<file path="src/rtl/mem_arbiter.sv">
// Round-robin single-owner memory arbiter: N_PROC processor ports share one memory port.
// Define ARB_TIMEOUT_EN to force release of a grant held for MAX_HOLD cycles.
module mem_arbiter #(
    parameter int N_PROC   = 4,
    parameter int ADDR_W   = 16,
    parameter int MAX_HOLD = 16
) (
    input  logic                          i_clk,
    input  logic                          i_rstn,
    input  logic [N_PROC-1:0]             i_req_rd,
    input  logic [N_PROC-1:0]             i_req_wr,
    input  logic [N_PROC-1:0][ADDR_W-1:0] i_addr,
    input  logic [N_PROC-1:0][2:0]        i_wr_size,
    input  logic [N_PROC-1:0][4:0][31:0]  i_wdata,
    output logic [N_PROC-1:0]             o_grant_rd,
    output logic [N_PROC-1:0]             o_grant_wr,
    output logic [ADDR_W-1:0]             o_mem_addr,
    output logic                          o_mem_we,
    output logic [2:0]                    o_mem_wr_size,
    output logic [4:0][31:0]              o_mem_wdata,
    output logic [$clog2(N_PROC)-1:0]     o_owner,
    output logic                          o_busy,
    output logic                          o_timeout
);
    localparam int OW = $clog2(N_PROC);
    localparam logic [N_PROC-1:0] ONE = N_PROC'(1);

    if (N_PROC < 2 || N_PROC > 8) begin : g_chk_n
        $error("mem_arbiter: N_PROC must be 2..8");
    end
    if (MAX_HOLD < 1) begin : g_chk_hold
        $error("mem_arbiter: MAX_HOLD must be >= 1");
    end

    typedef enum logic {IDLE, OWNED} state_t;

    state_t            state;
    logic [N_PROC-1:0] grant_rd, grant_wr;
    logic [OW-1:0]     owner, last_owner;
    logic              timeout;

    logic [N_PROC-1:0][2:0] size_sat;
    for (genvar p = 0; p < N_PROC; p++) begin : g_port
        assign size_sat[p] = (i_wr_size[p] > 3'd4) ? 3'd4 : i_wr_size[p];
    end

    logic              expire;
    logic [N_PROC-1:0] mask;
`ifdef ARB_TIMEOUT_EN
    localparam int CW = $clog2(MAX_HOLD + 1);
    logic [CW-1:0] hold_cnt;
    assign expire = (state == OWNED) && (hold_cnt == CW'(MAX_HOLD - 1));
    // An expiring owner sits out the re-arbitration at the release edge.
    assign mask   = expire ? (ONE << owner) : '0;
`else
    assign expire = 1'b0;
    assign mask   = '0;
`endif

    // Round-robin scan starting just after the last owner.
    logic [N_PROC-1:0] cand;
    logic              pick_vld;
    logic [OW-1:0]     pick, scan_idx;
    assign cand = (i_req_rd | i_req_wr) & ~mask;

    always_comb begin
        pick_vld = 1'b0;
        pick     = '0;
        scan_idx = '0;
        for (int k = N_PROC; k >= 1; k--) begin
            scan_idx = OW'((int'(last_owner) + k) % N_PROC);
            if (cand[scan_idx]) begin
                pick_vld = 1'b1;
                pick     = scan_idx;
            end
        end
    end

    logic              hold_rd, hold_wr, owner_req, rearb;
    logic [N_PROC-1:0] pick_oh, own_oh;
    assign pick_oh   = ONE << pick;
    assign own_oh    = ONE << owner;
    assign hold_rd   = grant_rd[owner] & i_req_rd[owner];
    assign hold_wr   = grant_wr[owner] & i_req_wr[owner];
    assign owner_req = i_req_rd[owner] | i_req_wr[owner];
    assign rearb     = (state == IDLE) || !owner_req || expire;

    always_ff @(posedge i_clk or negedge i_rstn) begin
        if (!i_rstn) begin
            state      <= IDLE;
            grant_rd   <= '0;
            grant_wr   <= '0;
            owner      <= '0;
            last_owner <= OW'(N_PROC - 1);
            timeout    <= 1'b0;
`ifdef ARB_TIMEOUT_EN
            hold_cnt   <= '0;
`endif
        end else begin
            timeout <= 1'b0;
`ifdef ARB_TIMEOUT_EN
            hold_cnt <= hold_cnt + CW'(1);
`endif
            if (rearb) begin
                timeout <= expire;
`ifdef ARB_TIMEOUT_EN
                hold_cnt <= '0;
`endif
                if (pick_vld) begin
                    state      <= OWNED;
                    owner      <= pick;
                    last_owner <= pick;
                    grant_wr   <= i_req_wr[pick] ? pick_oh : '0;
                    grant_rd   <= i_req_wr[pick] ? '0 : pick_oh;
                end else begin
                    state    <= IDLE;
                    owner    <= '0;
                    grant_rd <= '0;
                    grant_wr <= '0;
                end
            end else if (!(hold_rd | hold_wr)) begin
                // Owner changed request type: keep ownership, flip grant kind.
                grant_wr <= i_req_wr[owner] ? own_oh : '0;
                grant_rd <= i_req_wr[owner] ? '0 : own_oh;
            end
        end
    end

    assign o_grant_rd    = grant_rd;
    assign o_grant_wr    = grant_wr;
    assign o_owner       = owner;
    assign o_busy        = (state == OWNED);
    assign o_timeout     = timeout;
    assign o_mem_we      = grant_wr[owner] & i_req_wr[owner];
    assign o_mem_addr    = o_busy ? i_addr[owner]   : '0;
    assign o_mem_wr_size = o_busy ? size_sat[owner] : 3'd0;
    assign o_mem_wdata   = o_busy ? i_wdata[owner]  : '0;
endmodule

</file>
<file path="config.mk">
export PLATFORM = sky130hd
export DESIGN_NAME = mem_arbiter
export DESIGN_NICKNAME = d
export VERILOG_FILES = /design/src/rtl/mem_arbiter.sv
export SDC_FILE = /design/constraint.sdc
export NUM_CORES = 1
export LEC_CHECK = 0
export CAP_MARGIN = 20
export CORE_AREA = 4 4 351 353
export CTS_CLUSTER_DIAMETER = 50
export CTS_CLUSTER_SIZE = 10
export DETAILED_ROUTE_END_ITERATION = 10
export DIE_AREA = 0 0 355 357
export HOLD_SLACK_MARGIN = 0.05
export PLACE_DENSITY = 0.31
export SLEW_MARGIN = 5
export SYNTH_ARGS = -nofsm -noshare
export SYNTH_HDL_FRONTEND = slang
export SYNTH_SLANG_ARGS = --single-unit
</file>
<file path="constraint.sdc">
create_clock -name i_clk -period 2.9 [get_ports i_clk]
set_input_delay 0.58 -clock i_clk [delete_from_list [all_inputs] [get_ports i_clk]]
set_output_delay 0.58 -clock i_clk [all_outputs]
set_load 0.05 [all_outputs]
</file>
# Word-level counts from Yosys, hierarchy flattened

Cells that the tools add are included.

Bits in registers: 13
Input port bits: 726
Output and inout port bits: 192
Word-level logic and storage cells: 82

Add/sub/neg operators: 4
Magnitude comparators: 10
Eq/ne operators: 1
Shifts and indexed selects: 2
Muxes and demuxes: 51
Bitwise gates (word level): 6
Reductions and logical operators: 3

Operators with widths:

| operator                                            | number |
|---|---|
| binary-select mux 160 bit (select 2 bit)            | 1 |
| 2-to-1 mux 160 bit                                  | 2 |
| 2-to-1 mux 4 bit                                    | 10 |
| binary-select mux 16 bit (select 2 bit)             | 1 |
| 2-to-1 mux 16 bit                                   | 2 |
| binary-select mux 1 bit (select 2 bit)              | 9 |
| < comparator 2 x 3 -> 1 bit (second input constant) | 6 |
| 2-to-1 mux 3 bit                                    | 6 |
| 2-to-1 mux 1 bit                                    | 14 |
| > comparator 3 bit (second input constant)          | 4 |
| 2-to-1 mux 2 bit                                    | 5 |
| << shifter 1 x 2 -> 4 bit (first input constant)    | 2 |
| binary-select mux 3 bit (select 2 bit)              | 1 |
| adder 2 x 1 -> 2 bit (second input constant)        | 2 |
| adder 2 bit (second input constant)                 | 2 |
| OR 4 bit                                            | 1 |
| AND 1 bit                                           | 2 |
| inequality test 2 bit (second input constant)       | 1 |
| OR 1 bit                                            | 2 |
| AND reduction 2 bit                                 | 1 |
| zero test 1 bit                                     | 1 |
| logical OR 1 bit                                    | 1 |
| inverter 1 bit                                      | 1 |

# Logic depth before layout (Yosys ltp)

Gate-level depths: netlist of run 1.

Word-level depth: 12
Gate-level depth with buffers: 8

# Worst setup path before layout of run 1

Ideal clock, no wire load.

Kind: register to output
Start: register owner[1] (netlist: o_owner[1])
End: output port o_mem_wr_size[1]
Arrival time: 2.495 ns
Data required time: 2.320 ns
Slack: -0.175 ns
Cell stages (with the launch flop): 8
Buffers on the path: 3
Path through: dfrtp_1 -> clkbuf_1 -> buf_1 -> clkbuf_1 -> nand2_1 -> o221ai_1 -> o21ai_0 -> nor2_1

Longest elaborated chain between the ends: 3

RTL lines:

| item                                   | RTL line | RTL |
|---|---|---|
| from (decl)                            | 39       | `logic [OW-1:0] owner, last_owner;` |
| from (signal assigned)                 | 111      | `owner <= pick;` |
| binary-select mux 3 bit (select 2 bit) | 136      | `assign o_mem_wr_size = o_busy ? size_sat[owner] : 3'd0;` |
| 2-to-1 mux 3 bit (not written as such) | 136      |  |
| 2-to-1 mux 3 bit                       | 136      |  |
| to (decl)                              | 19       | `output logic [2:0] o_mem_wr_size,` |

No other way between the ends. The select of a mux whose other input is x is not followed.

==> results of run 1 <==
## metrics by stage
stage          power [mW]  cells  hold WS, ns
2_1_floorplan       10.20    540       0.2844
3_3_place_gp        18.64   3052       0.5563
3_5_place_dp        18.58   3052       0.5300
4_1_cts             18.96   3056       0.5606
5_1_grt             19.45   3059       0.5746
6_report            18.56   3069       0.5468
## worst register-to-register path: cells and delay by family (launching register included)
kind	cells	cell delay, ns
AO/OA/AOI/OAI	3	0.66
multiplexers	1	0.59
buffers and inverters	4	0.64
AND/OR/NAND/NOR	2	0.18
flip-flops	1	0.46
## power by group through the flow
stage | registers [mW] | logic (mW) | clock network [mW]
floorplan | 0.493 | 9.71 | 0
global placement | 0.421 | 18.2 | 0
detailed placement | 0.417 | 18.2 | 0
CTS | 0.420 | 18.3 | 0.270
global route | 0.422 | 18.7 | 0.280
finish | 0.401 | 17.9 | 0.266
## cell usage after synthesis, drive strengths merged
| cell type | instances |
|---|---|
| a211o | 1 |
| a21oi | 4 |
| a221o | 3 |
| a221oi | 2 |
| a22o | 3 |
| a22oi | 2 |
| a32oi | 1 |
| and2 | 181 |
| and3 | 3 |
| and4 | 1 |
| buf | 27 |
| clkbuf | 42 |
| conb | 1 |
| dfrtp | 11 |
| dfstp | 2 |
| inv | 6 |
| mux2 | 1 |
| mux2i | 1 |
| mux4 | 181 |
| nand2 | 10 |
| nand3 | 2 |
| nand3b | 1 |
| nand4 | 4 |
| nand4b | 1 |
| nor2 | 13 |
| nor2b | 2 |
| nor3 | 4 |
| nor3b | 1 |
| nor4 | 1 |
| nor4b | 1 |
| o21a | 1 |
| o21ai | 11 |
| o21bai | 1 |
| o221ai | 2 |
| o22ai | 4 |
| o31ai | 2 |
| o32a | 1 |
| o41ai | 1 |
| or2 | 3 |
| or3 | 1 |
## area by class of cell
type	count	area, sq um	area share, %
antenna	10	25.02	0.1354
clock buffer	4	78.83	0.4265
inverter	6	22.52	0.1218
multi-input combinational	452	5784	31.29
sequential	13	339.1	1.834
tap	1612	2017	10.91
timing repair buffer	972	10220	55.28
## metal layers
| layer | up-vias | GRT usage [%] | share of wire (%) |
|---|---|---|---|
| li1 | 4028 | - | - |
| met1 | 4785 | 14.43 | 42 |
| met2 | 551 | 20.10 | 50 |
| met3 | 34 | 3.314 | 8.1 |
| met4 | 10 | 0.5238 | 0.51 |
| met5 | - | 0 | 0.073 |
## state kept, by name, indices dropped and copies added, names as in the netlist
register	count
o_owner	2
last_owner	2
o_grant_wr	4
o_grant_rd	4
o_busy	1
## cell usage in the layout (no fill, tap or decap), drive strengths merged, types with 4 or more instances in the layout
master / count
a21oi: 4
and2: 181
buf: 235
clkbuf: 5
clkdlybuf4s50: 736
dfrtp: 11
diode: 10
inv: 6
mux4: 181
nand2: 10
nand4: 4
nor2: 13
nor3: 4
o21ai: 11
o22ai: 4
## worst paths after layout
path	start	cells after the start	end
worst max-delay path	o_owner[0]	6	o_mem_wdata[65]
worst min-delay path	o_grant_wr[0]	2	o_grant_wr[0]
min in group asynchronous	i_rstn	1	o_grant_rd[1]
max in group asynchronous	i_rstn	1	o_owner[0]
worst max register to register	o_owner[0]	10	o_grant_wr[1]
worst min register to register	o_grant_wr[0]	2	o_grant_wr[0]
## kinds of logic (layout without fill, tap and decap cells)
group                  Yosys count  count (layout)  share of synthesized area (%)
other                            1              11                        0.05838
and+or+nand+nor                229             229                          21.52
DFF                             13              13                          5.103
AOI/OAI and AO/OA               39              39                          4.597
muxes                          183             183                          63.79
buffers and inverters           75             982                          4.928
## what timing repair did
action	CTS	global route
setup endpoints to repair	1	53
setup buffers	0	2
resized for setup	2	1
gates cloned	0	1
==> run metrics, run 1 <==
Synth cell types=50; share of layout cells above drive strength 1=30.06%; hold buffer count at cts=0; Seq/Total Area, Yosys=5.103%; pre-CTS setup slack=0.09067 ns; post-route worst setup slack=0.07159 ns; syn nets=1266; switching pwr=10.51 mW; HPWL after detailed placement=70500 um; Max clock buf depth=2; Clk pwr share=1.4%; Switching Fraction=56.63%; register bit count reported by yosys=13; antenna violations before repair=21; antenna-violating nets left=0; delay-heaviest family, CP=buffers and inverters; die width=355 um; wire length of the first global-routing pass=99020 um; critical path's slowest cell=mux4_2; # clock sinks=13; relative max-transition margin=57.10%; outcome=complete, no violations; Synth Warn #=0; GR Overflow Total=0; Tcrit/Tclk final=97.53%; Final setup viols=0; Hold Violations, Final=0; clk_lat worst skew=0.24 ns; Syn Inst Count=540; placed cell areas=18310 sq um; vias in the first global route=10570; max incr delay on CP=0.57 ns; H-tree Lvls=1; Req. time, crit path=2.32 ns; Die Ht=357 um; crit path time final=2.828 ns; share of the synthesized area in the top cell type=63.46%; Max-Cap Viols=0; syn avg cell area=11.90 sq um; worst vdd ir=0.4687 mV; cells along the critical path=buf_12, buf_16, buf_12, mux4_2, and2_1, buf_12; area leader, netlist=mux4_2; WS Path Type=reg2out; Final nets=2174; DRC viols=0; Layout area overhead=187.7%; Crit path buffers/inverters=4; port buffer count=916; Worst Path Arrival=2.25 ns; Total Die Area=126700 sq um; crit end category=output port; Comb power frac=96.4%; clock skew=0.002634 ns; gpl congestion=0.9282; Pint=8.050 mW; CP dominant cell by count=buf_12; via count=9408; # IOs=918; total global routing track utilization=11.39%; Hold Path Class=reg2reg; CTS tree=done; R2R Setup Slk=0.32 ns; Cell Pwr Density=1004 nW/um^2; first-pass iteration count of the detailed router=4; number of DRC markers in iteration 0=462; Final Util=15.43%; cell area after layout=18480 sq um; Rows=127; largest net degree at the start of global routing=85; Area contributors post-synth=mux4_2 63%, and2_1 18%, dfrtp_1 4.3%, clkbuf_1 2.5%, buf_2 1.5%; Starting Density=5.361%; worst-path maximum fanout=14; Root Driver=clkbuf_16; Seq pwr share=2.2%; leakage=6.359 nW; Fin Setup TNS=0 ns; total CTS buffers=3; Setup crit start kind=flop; CORE AREA=119800 sq um; Max Freq=353.6 MHz; Worst-Margin Slew=0.6414 ns; Fill cells=13430; Synth Cell Area=6424 sq um; Clock transition at path regs=0.05 ns; Final Slew Violations=0; routed length per instance=25.60 um; total wire length=78580 um; DR vias/cell=3.065
Power figures use the tool's default switching activity.
==> inputs of run 2 (changes only) <==
--- a/config.mk
+++ b/config.mk
@@ -11,6 +11,7 @@
 export CTS_CLUSTER_SIZE = 10
 export DETAILED_ROUTE_END_ITERATION = 10
 export DIE_AREA = 0 0 355 357
+export GPL_ROUTABILITY_DRIVEN = 0
 export HOLD_SLACK_MARGIN = 0.05
 export PLACE_DENSITY = 0.31
 export SLEW_MARGIN = 5
==> results of run 2 <==
Final layout, timing and power as in run 1 (identical DEF).
==> inputs of run 3 (changes only) <==
--- a/config.mk
+++ b/config.mk
@@ -14,6 +14,7 @@
 export GPL_ROUTABILITY_DRIVEN = 0
 export HOLD_SLACK_MARGIN = 0.05
 export PLACE_DENSITY = 0.31
+export SETUP_SLACK_MARGIN = 0.4
 export SLEW_MARGIN = 5
 export SYNTH_ARGS = -nofsm -noshare
 export SYNTH_HDL_FRONTEND = slang
==> run 3 against run 2 <==
  * Core utilization up 1.6 points
  * Wire length up 18%
  * Global-route usage up 2.4 points
  * Sequential power about the same
  * Highest routed layer unchanged
  * Maximum frequency up 3.5%
  * Setup slack better by 0.097 ns
  * Worst hold slack better by 0.0090 ns
  * Clock-buffer cell count unchanged
  * Clock power down 3%
  * First-iteration DRC count up 12%
==> run metrics, run 3 (synthesis gave the netlist of run 1 again) <==
outcome=complete, no violations (unchanged); most common cell after layout, fill and taps aside=clkdlybuf4s50_1 (unchanged); Layout area overhead=217.9% (was 187.7%); hold path depth=2 (unchanged); relative max-transition margin=58.92% (was 57.10%); # clock sinks=13 (unchanged); Final Hold Slack=0.5557 ns (was 0.5468 ns); Hold Path End=o_grant_wr[0] (unchanged); cell area after layout=20420 sq um (was 18480 sq um); Fin Setup TNS=0 ns (unchanged); number of DRC markers in iteration 0=517 (was 462); leakage=7.376 nW (was 6.359 nW); Crit path buffers/inverters=4 (unchanged); unrepaired setup endpoints after global routing=true; Rows=127 (unchanged); Worst Path Arrival=2.15 ns (was 2.25 ns); total chip power=22.46 mW (was 18.56 mW); Setup crit start kind=flop (unchanged); Max clock buf depth=2 (unchanged); non-filler instance count after layout=3104 (was 3069); worst r2r path cells=10 (unchanged); Hold Violations, Final=0 (unchanged); total global routing track utilization=13.76% (was 11.39%); antenna-violating nets left=0 (unchanged); via count=9915 (was 9408); Hold Path Class=reg2reg (unchanged); largest net degree at the start of global routing=62 (was 85); Total Die Area=126700 sq um (unchanged); GR Overflow Total=0 (unchanged); Max Freq=366.1 MHz (was 353.6 MHz); R2R Setup Slk=0.43 ns (was 0.32 ns); Die Ht=357 um (unchanged); Max-Cap Viols=0 (unchanged); most frequent cells in the layout=718 x clkdlybuf4s50_1, 181 x mux4_2, 149 x and2_4 (was 736 x clkdlybuf4s50_1, 181 x mux4_2, 181 x and2_1); port buffer count=916 (unchanged); crit end category=output port (unchanged); Final Slew Violations=0 (unchanged); HPWL after detailed placement=81810 um (was 70500 um); critical path's slowest cell=mux4_2 (unchanged); clock skew=0.003443 ns (was 0.002634 ns); Cell Pwr Density=1100 nW/um^2 (was 1004 nW/um^2); RR Startpoint=o_owner[0] (unchanged); Req. time, crit path=2.32 ns (about the same); Starting Density=5.361% (unchanged); DR vias/cell=3.194 (was 3.065); first-pass iteration count of the detailed router=5 (was 4); H-tree Lvls=1 (unchanged); wire length of the first global-routing pass=115800 um (was 99020 um); CORE AREA=119800 sq um (unchanged); Root Driver=clkbuf_16 (unchanged); # IOs=918 (unchanged); die width=355 um (unchanged); placed cell areas=18430 sq um (was 18310 sq um); vias in the first global route=10860 (was 10570); clk_lat worst skew=0.24 ns (about the same); Final nets=2210 (was 2174); total wire length=92870 um (was 78580 um); crit path time final=2.732 ns (was 2.828 ns); antenna violations before repair=63 (was 21); share of layout cells above drive strength 1=44.64% (was 30.06%); WS Path Type=reg2out (unchanged); worst-path maximum fanout=10 (was 14); worst vdd ir=0.3142 mV (was 0.4687 mV); DRC viols=0 (unchanged); reg-to-reg endpoint=o_grant_rd[3] (was o_grant_wr[1]); delay-heaviest family, CP=buffers and inverters (unchanged); placed cells=3038 (was 3052); min-delay src=o_grant_wr[0] (unchanged); hold buffer count at cts=0 (unchanged); Final setup viols=0 (unchanged); Clock transition at path regs=0.05 ns (about the same); Worst-Margin Slew=0.6143 ns (was 0.6414 ns); Tcrit/Tclk final=94.20% (was 97.53%); CTS tree=done (unchanged); routed length per instance=29.92 um (was 25.60 um); max incr delay on CP=0.48 ns (was 0.57 ns); total CTS buffers=3 (unchanged); cells along the critical path=buf_12, buf_16, buf_6, mux4_2, and2_2, buf_4 (was buf_12, buf_16, buf_12, mux4_2, and2_1, buf_12)
## run 3: changes by cell type in the layout (fill, tap and decap cells not counted), sizes merged
| cell | before | now |
|---|---|---|
| dlygate4sd2 | 0 | 16 |
| buf | 235 | 273 |
| clkdlybuf4s50 | 736 | 718 |
| diode | 10 | 9 |
## run 3: power breakdown
group	switching [mW]	internal [mW]
logic	11.4	10.4
registers	0.128	0.274
clock network	0.0725	0.185
total	11.6	10.9
## run 3: stage by stage
step	setup slack (ns)	utilization (%)
after floorplan	0.3559	-
after global placement	-0.01606	15.38
after detailed placement	0.03562	15.38
after CTS	0.1025	16.73
after global routing	0.1250	17.03
final	0.1683	17.04
## run 3: routing by layer
layer / GRT usage [%] / up-vias / share of wire (%)
met5: 0 / - / 0.12
met3: 3.330 / 82 / 7.8
met1: 18.62 / 5088 / 44
li1: - / 4099 / -
met2: 23.22 / 626 / 47
met4: 0.8185 / 20 / 1.0
## run 3: layout make-up
type / instances / area, sq um
well taps: 1612 / 2017
multi-input cells: 452 / 6261
repair buffers: 1008 / 11680
fillers: 13280 / 99390
inverters: 6 / 22.52
clock buffers: 4 / 78.83
diodes: 9 / 22.52
flip-flops and latches: 13 / 339.1
## run 3: tightest hold or removal path: stages (launching register included)
cell and delay, ns:
dfrtp_1 0.40, nand2_1 0.06, nand2_1 0.06
## run 3: how the worst max path moves through the flow
stage / cells past startpoint / slack [ns] / end / from
2_1_floorplan: 5 / 0.36 / o_mem_wdata[100] / o_owner[0]
3_3_place_gp: 8 / -0.02 / o_grant_rd[2] / i_req_wr[3]
3_5_place_dp: 7 / 0.04 / o_grant_rd[3] / i_req_wr[2]
4_1_cts: 7 / 0.10 / o_mem_addr[12] / o_owner[0]
5_1_grt: 7 / 0.13 / o_mem_addr[10] / o_owner[0]
6_report: 6 / 0.17 / o_mem_wdata[11] / o_owner[0]
## run 3: repair_timing
action / in CTS / in global routing
pin swaps: 3 / 3
endpoints found under the setup margin: 182 / 187
cloned: 14 / 1
resized for setup: 323 / 88
setup buffers: 32 / 6
